`src/rtl/iod_multilane_icb_align_if.sv`:
```
// Handshake/control bundle between the alignment trainer and the IOD/ICB lanes.
// master = lane/controller side driving requests and DEM flags; slave = the trainer.
interface iod_multilane_icb_align_if #(
  parameter int NUM_LANES = 4,
  parameter int TAP_W     = 8
);
  logic                       TRAIN_START;
  logic                       ALGN_HOLD;
  logic                       ALGN_RSTRT;
  logic [NUM_LANES-1:0]       IOD_EARLY;
  logic [NUM_LANES-1:0]       IOD_LATE;
  logic [NUM_LANES-1:0]       IOD_OOR;
  logic [NUM_LANES-1:0]       ICB_LOAD;
  logic [NUM_LANES-1:0]       ICB_MOV;
  logic [NUM_LANES-1:0]       ICB_DIR;
  logic [NUM_LANES-1:0]       ICB_CLR_FLGS;
  logic [NUM_LANES*TAP_W-1:0] ICB_TAPDLY;
  logic                       TRAIN_DONE;
  logic [NUM_LANES-1:0]       ALGN_ERR;
  logic                       ALGN_PAUSE;

  modport master (
    output TRAIN_START, ALGN_HOLD, ALGN_RSTRT, IOD_EARLY, IOD_LATE, IOD_OOR,
    input  ICB_LOAD, ICB_MOV, ICB_DIR, ICB_CLR_FLGS, ICB_TAPDLY,
           TRAIN_DONE, ALGN_ERR, ALGN_PAUSE
  );

  modport slave (
    input  TRAIN_START, ALGN_HOLD, ALGN_RSTRT, IOD_EARLY, IOD_LATE, IOD_OOR,
    output ICB_LOAD, ICB_MOV, ICB_DIR, ICB_CLR_FLGS, ICB_TAPDLY,
           TRAIN_DONE, ALGN_ERR, ALGN_PAUSE
  );
endinterface

```
`src/rtl/iod_multilane_icb_align.sv`:
```
// Per-lane ICB tap sweep: find the first contiguous valid window, return to its centre.
// Define ICB_ALIGN_OFFSET_EN to add the signed ICB_BCLKPHS_OFFSET trim on the centre tap.
module iod_multilane_icb_align #(
  parameter int NUM_LANES = 4,
  parameter int TAP_W     = 8,
  parameter int WAIT_W    = 3
) (
  input  logic                     SCLK,
  input  logic                     RESETN,
`ifdef ICB_ALIGN_OFFSET_EN
  input  logic [TAP_W-1:0]         ICB_BCLKPHS_OFFSET,
`endif
  iod_multilane_icb_align_if.slave bus
);
  localparam int LANE_W = (NUM_LANES > 1) ? $clog2(NUM_LANES) : 1;
  localparam logic [LANE_W-1:0] LAST_LANE = LANE_W'(NUM_LANES - 1);

  typedef enum logic [3:0] {
    IDLE, CLR, LOAD, SETTLE, SAMPLE, STEP, RETURN, NEXT, DONE
  } state_t;

  state_t                     state_q, state_d;
  logic [LANE_W-1:0]          lane_q, lane_d;
  logic [TAP_W-1:0]           tap_q, tap_d;
  logic [TAP_W-1:0]           first_q, first_d;
  logic [TAP_W-1:0]           last_q, last_d;
  logic [TAP_W-1:0]           target_q, target_d;
  logic [WAIT_W-1:0]          cnt_q, cnt_d;
  logic                       found_q, found_d;
  logic                       phase_q, phase_d;
  logic [NUM_LANES-1:0]       load_q, load_d;
  logic [NUM_LANES-1:0]       mov_q, mov_d;
  logic [NUM_LANES-1:0]       dir_q, dir_d;
  logic [NUM_LANES-1:0]       clr_q, clr_d;
  logic [NUM_LANES-1:0]       err_q, err_d;
  logic [NUM_LANES*TAP_W-1:0] tapdly_q, tapdly_d;
  logic                       done_q, done_d;
  logic                       pause_q, pause_d;

  logic                       valid, sweep_end, found_n;
  logic [TAP_W-1:0]           first_n, last_n, centre, tgt;
  logic [TAP_W:0]             sum;
`ifdef ICB_ALIGN_OFFSET_EN
  logic signed [TAP_W+1:0]    adj;
`endif

  // Window tracking for the sample being taken this cycle on the active lane.
  always_comb begin
    valid   = !bus.IOD_EARLY[lane_q] && !bus.IOD_LATE[lane_q];
    first_n = first_q;
    last_n  = last_q;
    found_n = found_q;
    if (valid) begin
      if (!found_q) first_n = tap_q;
      last_n  = tap_q;
      found_n = 1'b1;
    end
    sweep_end = (found_q && !valid) || bus.IOD_OOR[lane_q] || (tap_q == '1);
    sum       = {1'b0, first_n} + {1'b0, last_n};
    centre    = found_n ? TAP_W'(sum >> 1) : '0;
`ifdef ICB_ALIGN_OFFSET_EN
    adj = $signed({2'b00, centre}) +
          $signed({{2{ICB_BCLKPHS_OFFSET[TAP_W-1]}}, ICB_BCLKPHS_OFFSET});
    // Capped at last so the return phase only ever moves backwards.
    if (!found_n || adj < 0)                   tgt = '0;
    else if (adj > $signed({2'b00, last_n}))   tgt = last_n;
    else                                       tgt = adj[TAP_W-1:0];
`else
    tgt = centre;
`endif
  end

  always_comb begin
    state_d  = state_q;
    lane_d   = lane_q;
    tap_d    = tap_q;
    first_d  = first_q;
    last_d   = last_q;
    target_d = target_q;
    cnt_d    = cnt_q;
    found_d  = found_q;
    phase_d  = phase_q;
    err_d    = err_q;
    tapdly_d = tapdly_q;
    load_d   = '0;
    mov_d    = '0;
    dir_d    = '1;
    clr_d    = '0;

    if (!bus.ALGN_HOLD) begin
      case (state_q)
        IDLE:   if (bus.TRAIN_START) begin
                  state_d = CLR;
                  lane_d  = '0;
                end
        CLR:    state_d = LOAD;
        LOAD:   begin
                  state_d = SETTLE;
                  tap_d   = '0;
                  first_d = '0;
                  last_d  = '0;
                  found_d = 1'b0;
                  cnt_d   = '0;
                end
        SETTLE: if (cnt_q == '1) begin
                  state_d = SAMPLE;
                  cnt_d   = '0;
                end else begin
                  cnt_d = cnt_q + 1'b1;
                end
        SAMPLE: begin
                  first_d = first_n;
                  last_d  = last_n;
                  found_d = found_n;
                  if (sweep_end) begin
                    state_d        = RETURN;
                    target_d       = tgt;
                    err_d[lane_q]  = !found_n;
                    phase_d        = 1'b0;
                  end else begin
                    state_d = STEP;
                  end
                end
        STEP:   begin
                  state_d = SETTLE;
                  tap_d   = tap_q + 1'b1;
                  cnt_d   = '0;
                end
        // Move issued on phase 0 appears registered on phase 1, giving one pulse per 2 cycles.
        RETURN: if (tap_q == target_q) begin
                  tapdly_d[lane_q*TAP_W +: TAP_W] = target_q;
                  state_d = NEXT;
                end else if (!phase_q) begin
                  mov_d[lane_q] = 1'b1;
                  dir_d[lane_q] = 1'b0;
                  tap_d         = tap_q - 1'b1;
                  phase_d       = 1'b1;
                end else begin
                  phase_d = 1'b0;
                end
        NEXT:   if (lane_q == LAST_LANE) begin
                  state_d = DONE;
                end else begin
                  lane_d  = lane_q + 1'b1;
                  state_d = CLR;
                end
        DONE:   if (bus.ALGN_RSTRT) begin
                  state_d = IDLE;
                  err_d   = '0;
                end
        default: state_d = IDLE;
      endcase

      // Pulses are decoded from the next state so they register in step with it.
      if (state_d == CLR || state_d == STEP) clr_d[lane_d] = 1'b1;
      if (state_d == LOAD)                   load_d[lane_d] = 1'b1;
      if (state_d == STEP)                   mov_d[lane_d]  = 1'b1;
    end

    done_d  = (state_d == DONE);
    pause_d = (state_d != IDLE) && (state_d != DONE);
  end

  always_ff @(posedge SCLK or negedge RESETN) begin
    if (!RESETN) begin
      state_q  <= IDLE;
      lane_q   <= '0;
      tap_q    <= '0;
      first_q  <= '0;
      last_q   <= '0;
      target_q <= '0;
      cnt_q    <= '0;
      found_q  <= 1'b0;
      phase_q  <= 1'b0;
      load_q   <= '0;
      mov_q    <= '0;
      dir_q    <= '1;
      clr_q    <= '0;
      err_q    <= '0;
      tapdly_q <= '0;
      done_q   <= 1'b0;
      pause_q  <= 1'b0;
    end else begin
      state_q  <= state_d;
      lane_q   <= lane_d;
      tap_q    <= tap_d;
      first_q  <= first_d;
      last_q   <= last_d;
      target_q <= target_d;
      cnt_q    <= cnt_d;
      found_q  <= found_d;
      phase_q  <= phase_d;
      load_q   <= load_d;
      mov_q    <= mov_d;
      dir_q    <= dir_d;
      clr_q    <= clr_d;
      err_q    <= err_d;
      tapdly_q <= tapdly_d;
      done_q   <= done_d;
      pause_q  <= pause_d;
    end
  end

  assign bus.ICB_LOAD     = load_q;
  assign bus.ICB_MOV      = mov_q;
  assign bus.ICB_DIR      = dir_q;
  assign bus.ICB_CLR_FLGS = clr_q;
  assign bus.ICB_TAPDLY   = tapdly_q;
  assign bus.TRAIN_DONE   = done_q;
  assign bus.ALGN_ERR     = err_q;
  assign bus.ALGN_PAUSE   = pause_q;
endmodule
```
`src/flat_wrapper.sv`:
```
// flat-port wrapper written by rule: the top's interface ports become plain ports
module iod_multilane_icb_align_flat 
#(
  parameter int NUM_LANES = 4,
  parameter int TAP_W     = 8,
  parameter int WAIT_W    = 3
)
  (SCLK, RESETN, bus_TRAIN_START, bus_ALGN_HOLD, bus_ALGN_RSTRT, bus_IOD_EARLY, bus_IOD_LATE, bus_IOD_OOR, bus_ICB_LOAD, bus_ICB_MOV, bus_ICB_DIR, bus_ICB_CLR_FLGS, bus_ICB_TAPDLY, bus_TRAIN_DONE, bus_ALGN_ERR, bus_ALGN_PAUSE);
  iod_multilane_icb_align_if #(.NUM_LANES(NUM_LANES), .TAP_W(TAP_W)) bus_i ();
  input  logic SCLK;
  input  logic RESETN;
  input wire logic [$bits(bus_i.TRAIN_START)-1:0] bus_TRAIN_START;
  input wire logic [$bits(bus_i.ALGN_HOLD)-1:0] bus_ALGN_HOLD;
  input wire logic [$bits(bus_i.ALGN_RSTRT)-1:0] bus_ALGN_RSTRT;
  input wire logic [$bits(bus_i.IOD_EARLY)-1:0] bus_IOD_EARLY;
  input wire logic [$bits(bus_i.IOD_LATE)-1:0] bus_IOD_LATE;
  input wire logic [$bits(bus_i.IOD_OOR)-1:0] bus_IOD_OOR;
  output wire logic [$bits(bus_i.ICB_LOAD)-1:0] bus_ICB_LOAD;
  output wire logic [$bits(bus_i.ICB_MOV)-1:0] bus_ICB_MOV;
  output wire logic [$bits(bus_i.ICB_DIR)-1:0] bus_ICB_DIR;
  output wire logic [$bits(bus_i.ICB_CLR_FLGS)-1:0] bus_ICB_CLR_FLGS;
  output wire logic [$bits(bus_i.ICB_TAPDLY)-1:0] bus_ICB_TAPDLY;
  output wire logic [$bits(bus_i.TRAIN_DONE)-1:0] bus_TRAIN_DONE;
  output wire logic [$bits(bus_i.ALGN_ERR)-1:0] bus_ALGN_ERR;
  output wire logic [$bits(bus_i.ALGN_PAUSE)-1:0] bus_ALGN_PAUSE;
  assign bus_i.TRAIN_START = bus_TRAIN_START;
  assign bus_i.ALGN_HOLD = bus_ALGN_HOLD;
  assign bus_i.ALGN_RSTRT = bus_ALGN_RSTRT;
  assign bus_i.IOD_EARLY = bus_IOD_EARLY;
  assign bus_i.IOD_LATE = bus_IOD_LATE;
  assign bus_i.IOD_OOR = bus_IOD_OOR;
  assign bus_ICB_LOAD = bus_i.ICB_LOAD;
  assign bus_ICB_MOV = bus_i.ICB_MOV;
  assign bus_ICB_DIR = bus_i.ICB_DIR;
  assign bus_ICB_CLR_FLGS = bus_i.ICB_CLR_FLGS;
  assign bus_ICB_TAPDLY = bus_i.ICB_TAPDLY;
  assign bus_TRAIN_DONE = bus_i.TRAIN_DONE;
  assign bus_ALGN_ERR = bus_i.ALGN_ERR;
  assign bus_ALGN_PAUSE = bus_i.ALGN_PAUSE;
  iod_multilane_icb_align #(.NUM_LANES(NUM_LANES), .TAP_W(TAP_W), .WAIT_W(WAIT_W)) u_core (.SCLK(SCLK), .RESETN(RESETN), .bus(bus_i));
endmodule
```
`config.mk`:
```
export PLATFORM = sky130hd
export DESIGN_NAME = iod_multilane_icb_align_flat
export DESIGN_NICKNAME = d
export VERILOG_FILES = /design/src/rtl/iod_multilane_icb_align_if.sv /design/src/rtl/iod_multilane_icb_align.sv /design/src/flat_wrapper.sv
export SDC_FILE = /design/constraint.sdc
export NUM_CORES = 1
export LEC_CHECK = 0
export CAP_MARGIN = 20
export CORE_UTILIZATION = 47
export DETAILED_ROUTE_END_ITERATION = 6
export PLACE_DENSITY = 0.75
export SYNTH_ARGS = -nofsm -noshare
export SYNTH_HDL_FRONTEND = slang
export SYNTH_SLANG_ARGS = --single-unit
```
`constraint.sdc`:
```
create_clock -name SCLK -period 9.9 [get_ports SCLK]
set_input_delay 1.485 -clock SCLK [delete_from_list [all_inputs] [get_ports SCLK]]
set_output_delay 1.485 -clock SCLK [all_outputs]
set_load 0.005 [all_outputs]
```
### After elaboration in Yosys (flattened, before gate mapping)

Index checks and enable logic that the tools add are counted.

| storage, ports and cells | value |
|---|---|
| register bits | 97 |
| output and inout port bits | 54 |

| cells by class | value |
|---|---|
| add/subtract/negate cells | 6 |
| magnitude comparators | 4 |
| eq/ne operators | 21 |
| shifts and indexed selects | 2 |
| mux-type cells | 59 |
| bitwise operators | 3 |
| reduce and logical (&&, ||, !) cells | 27 |

Operator list:

| cell | number |
|---|---|
| 2-to-1 mux 4 bit | 23 |
| 2-to-1 mux 8 bit | 6 |
| negator 5 -> 34 bit | 1 |
| variable shift 8 x 34 -> 32 bit (first input constant) | 1 |
| variable part select 8 x 34 -> 32 bit | 1 |
| bitwise mux 32 bit | 1 |
| case mux 4 bit (8 select lines) | 1 |
| case mux 8 bit (2 select lines) | 2 |
| case mux 8 bit (3 select lines) | 1 |
| equality test 4 x 3 -> 1 bit (second input constant) | 5 |
| equality test 4 x 2 -> 1 bit (second input constant) | 3 |
| AND reduction 4 bit | 3 |
| adder 8 x 8 -> 9 bit | 1 |
| 2-to-1 mux 1 bit | 9 |
| adder 8 x 1 -> 8 bit (second input constant) | 1 |
| equality test 4 x 1 -> 1 bit (second input constant) | 2 |
| equality test 4 bit (second input constant) | 2 |
| equality test 8 bit | 1 |
| equality test 8 bit (second input constant) | 1 |
| 2-to-1 mux 2 bit | 4 |
| case mux 4 bit (2 select lines) | 1 |
| nonzero test 2 bit | 4 |
| subtractor 8 x 1 -> 8 bit (second input constant) | 1 |
| binary-select mux 1 bit (select 2 bit) | 3 |
| other kinds (27) | 44 |

### Logic depth before layout (Yosys ltp)

| depth | value |
|---|---|
| depth after elaboration | 15 |
| mapped depth | 13 |

### Least setup slack after synthesis

OpenSTA, ideal clock, no wires.

| timing | value |
|---|---|
| path kind | input -> register |
| start | input port bus_IOD_EARLY[3] |
| end | register u_core.target_q[5] |
| library setup time | 0.137 ns |
| arrival time | 4.160 ns |
| required time | 9.763 ns |
| path slack | 5.603 ns |
| cell stages on the path | 12 |
| buffers on the path | 1 |
| path through | or2_2 > mux4_2 > buf_2 > nor2_4 > mux2_2 > ha_1 > nor2b_1 > o21a_1 > o21ai_0 > nand2b_1 > a211oi_1 > o41ai_1 |

| between the ends | value |
|---|---|
| cells in the longest elaborated chain, start to end | 9 |

Ends and longest elaborated chain:

| element | RTL line | text |
|---|---|---|
| start, declared | flat_wrapper.sv:15 | `input wire logic [$bits(bus_i.IOD_EARLY)-1:0] bus_IOD_EARLY;` |
| binary-select mux 1 bit (select 2 bit) * | iod_multilane_icb_align.sv:49 | `valid = !bus.IOD_EARLY[lane_q] && !bus.IOD_LATE[lane_q];` |
| 2-to-1 mux 1 bit (not written as such) * | iod_multilane_icb_align.sv:49 |  |
| logical NOT 1 bit * | iod_multilane_icb_align.sv:49 |  |
| logical AND 1 bit * | iod_multilane_icb_align.sv:49 |  |
| parallel branches: the longest is 5 deep, another holds adder 8 x 8 -> 9 bit | - |  |
| end signal, assigned | iod_multilane_icb_align.sv:189 | `target_q <= target_d;` |
| end, declared | iod_multilane_icb_align.sv:27 | `logic [TAP_W-1:0] target_q, target_d;` |

Every way passes the cells marked *. The select of a mux whose other input is x is not followed.
A chain may end at the register's enable or synchronous reset.

### Worst setup path after layout

| timing | value |
|---|---|
| start | input port bus_IOD_EARLY[3] |
| end | register u_core.target_q[7] |

The elaborated chain is that of the path after synthesis.

==> impl_metrics.yaml <==
sta:
  setup_tns_ns: 0
  fmax_ghz: 0.216
  setup_viol: 0
  tightest_slew_ns: 0.962
  max_slew_margin_pct: 35.4
  post-route-min-period_ns: 4.63
  skew_ns: 0.0130
  rsz0062_at_grt: "false"
  period_share_pct: 46.7
  hold_ws_ns: 0.503
  setup_ws_ns: 5.27
  maxSlewViolCount: 0
  hold_viol: 0
placed_design:
  io_buffers: 70
  dpl_worst_slack_ns: 4.92
  gp_congestion: 0.863
  place_hpwl_mm: 9.15
pwr:
  intPower_mw: 0.722
  power.leakage_nw: 3.17
  powerDensity_mw_per_mm2: 172
  power.share.sequential_pct: 45.2
  ir_drop_mv: 0.0951
  swShare_pct: 33.2
  p_clk_share_pct: 27.5
  combPwrFrac_pct: 27.3
  netSwitchingPower_mw: 0.358
synthesis:
  syn_avg_cell_area_sq_um: 9.96
  yosysSeqAreaShare_pct: 46.3
  synth_cell_type_count: 65
  syn_inst: 527
  synthDominantCellAreaShare_pct: 44.3
  synth_nets: 569
  synth_flop_cell: "dfrtp_1"
  yosys_warnings: 0
  yosys.area.top_type: "dfrtp_1"
  synth-async-reset-ratio_pct: 100
  yosysMostFrequentCell: "dfrtp_1"
  synth-seq-cells: 97
  synth_edf_count: 0
  synth_area_leaders: "dfrtp_1 (44%), mux2i_1 (6.9%), nand2_1 (5.8%)"
  synth_commonest_cells: "dfrtp_1 (93), nand2_1 (81), inv_1 (44)"
  synth_area_sq_mm: 0.00525
run:
  drv_cap: 0
clock_tree:
  post_cts_buffers: 0
  clk_pin_slew_worst_paths_ns: 0.09
  clkLatencyLatePin_ns: 0.38
  cts_buffer_depth: 2
  cts_repair_resize_count: 0
  numCtsBuffers: 9
  holdBufCountCts: 0
  cts_tree: "yes"
  h-tree-depth: 3
  cts_root_buf: "clkbuf_8"
  numClockSinks: 97
layout:
  drive_gt1_share_pct: 8.59
  synthToLayoutAreaGrowth_pct: 19.8
  fillCellCount: 891
  fin_nets: 631
  num_antenna_cells: 0
  final_util_pct: 58.0
die:
  rows: 38
  fp.coreArea_sq_mm: 0.0108
  initial_core_util_pct: 48.4
  dieArea_sq_mm: 0.0116
  io_pins: 71
  fp.dieH_um: 108
  die_x_um: 108
grt:
  grt_max_degree: 51
  antenna_found_initial: 0
  grtUsageMet3_pct: 3.81
  overflow: 0
  met2_usage_pct: 39.2
  grt_pass1_vias: 4207
  grt_usage_pct: 23.6
  top_usage_layer: "met2"
  grt_pass1_wl_mm: 20.9
  grt_use_met1_pct: 30.0
detailed_routing:
  vias: 4189
  vias_per_cell: 5.71
  drt_first_pass_iters: 5
  drt_iter0_drc: 281
  routed_wl_mm: 12.7
  ant_nets: 0
  drc: 0
  avgRoutedWirePerCell_um: 17.3
setup_path:
  slowest_delay_ns: 0.66
  critPathRequiredTime_ns: 10.15
  critPathLaunchType: "input pin"
  cp_num_cells: 12
  cp_slowest_cell: "mux4_2"
  crit_chain: "clkdlybuf4s50_1, or2_2, mux4_2, nor2_4, mux2_2, ha_1, nor2b_1, o21a_1, o21ai_0, a21oi_1, nor3_1, o41ai_1"
  end_kind: "flop"
  cp.arrival_ns: 4.88
  crit_buf_inv: 1
  crit_family: "multiplexers"
  r2r_cells: 11
  crit_type: "in2reg"
  crit_fanout: 13
run_status:
  outcome: "finished clean"
min_path:
  hp-class: "reg2reg"
  hold_path_depth: 1
-- power groups by stage --
stage,logic (mW),registers (mW),clock network (mW)
after floorplan,0.204,0.467,0
after global placement,0.281,0.492,0
after detailed placement,0.291,0.495,0
after CTS,0.294,0.487,0.302
after global routing,0.329,0.494,0.320
final,0.294,0.488,0.297
-- sequential cells by signal, summed over array words and instances, names as in the netlist, 8 cells and up --
name	flops
u_core.tap_q	8
u_core.bus.ICB_TAPDLY	32
u_core.first_q	8
u_core.last_q	8
u_core.target_q	8
-- layout make-up --
type	instances	area (sq um)	area share (%)
multi-input combinational	364	2560	40.8
sequential	97	2430	38.7
timing repair buffer	72	713	11.3
tap	140	175	2.78
inverter	45	169	2.69
clock buffer	11	151	2.41
clock inverter	5	85.1	1.35
-- metrics by stage --
| step | std cells | cell area (sq um) | power (mW) |
|---|---|---|---|
| after floorplan | 527 | 5250 | 0.671 |
| after global placement | 718 | 6050 | 0.773 |
| after detailed placement | 718 | 6050 | 0.787 |
| after CTS | 734 | 6290 | 1.08 |
| after global routing | 734 | 6290 | 1.14 |
| final | 734 | 6290 | 1.08 |
-- metal layers --
layer	vias to the layer above	routed length (um)
met5	-	0
met4	0	310
met3	24	667
met2	128	6210
met1	2089	5480
li1	1948	-
-- path summary, 6_finish.rpt --
| path | startpoint | slack [ns] | endpoint |
|---|---|---|---|
| setup reg to reg | u_core.lane_q[0] | 6.23 | u_core.target_q[7] |
| min in group asynchronous | RESETN | 1.11 | u_core.bus.ICB_MOV[0] |
| hold / removal | u_core.last_q[6] | 0.50 | u_core.last_q[6] |
| max in group asynchronous | RESETN | 7.77 | u_core.tap_q[3] |
| hold reg to reg | u_core.last_q[6] | 0.50 | u_core.last_q[6] |
| setup / recovery | bus_IOD_EARLY[3] | 5.27 | u_core.target_q[7] |
-- layout by cell type, fill, tap and decap left out, types with 5 or more instances in the layout --
master | synthesis | routed
a21o_1 | 5 | 5
a21oi_1 | 15 | 15
a22o_1 | 17 | 17
a32o_1 | 6 | 6
clkbuf_8 | 0 | 11
clkdlybuf4s50_1 | 0 | 69
dfrtp_1 | 93 | 93
ha_1 | 23 | 23
inv_1 | 44 | 44
mux2_2 | 10 | 10
mux2i_1 | 36 | 36
nand2_1 | 81 | 81
nand2b_1 | 7 | 7
nand3_1 | 5 | 5
nand4_1 | 5 | 5
nor2_1 | 27 | 27
nor2b_1 | 7 | 7
nor3_1 | 6 | 6
o21ai_0 | 30 | 30
xnor2_1 | 8 | 8
xor2_1 | 11 | 11
-- logic make-up after synthesis --
group,after synthesis,synth area share (%)
AND/OR/NAND/NOR,168,15.3
AO/OA/AOI/OAI,103,13.8
flip-flops,97,46.3
buffers and inverters,66,4.96
multiplexers,49,10.2
adder cells (fa/ha/maj),25,6.24
XOR/XNOR,19,3.17
No activity file was read; power rests on OpenSTA's default activity.
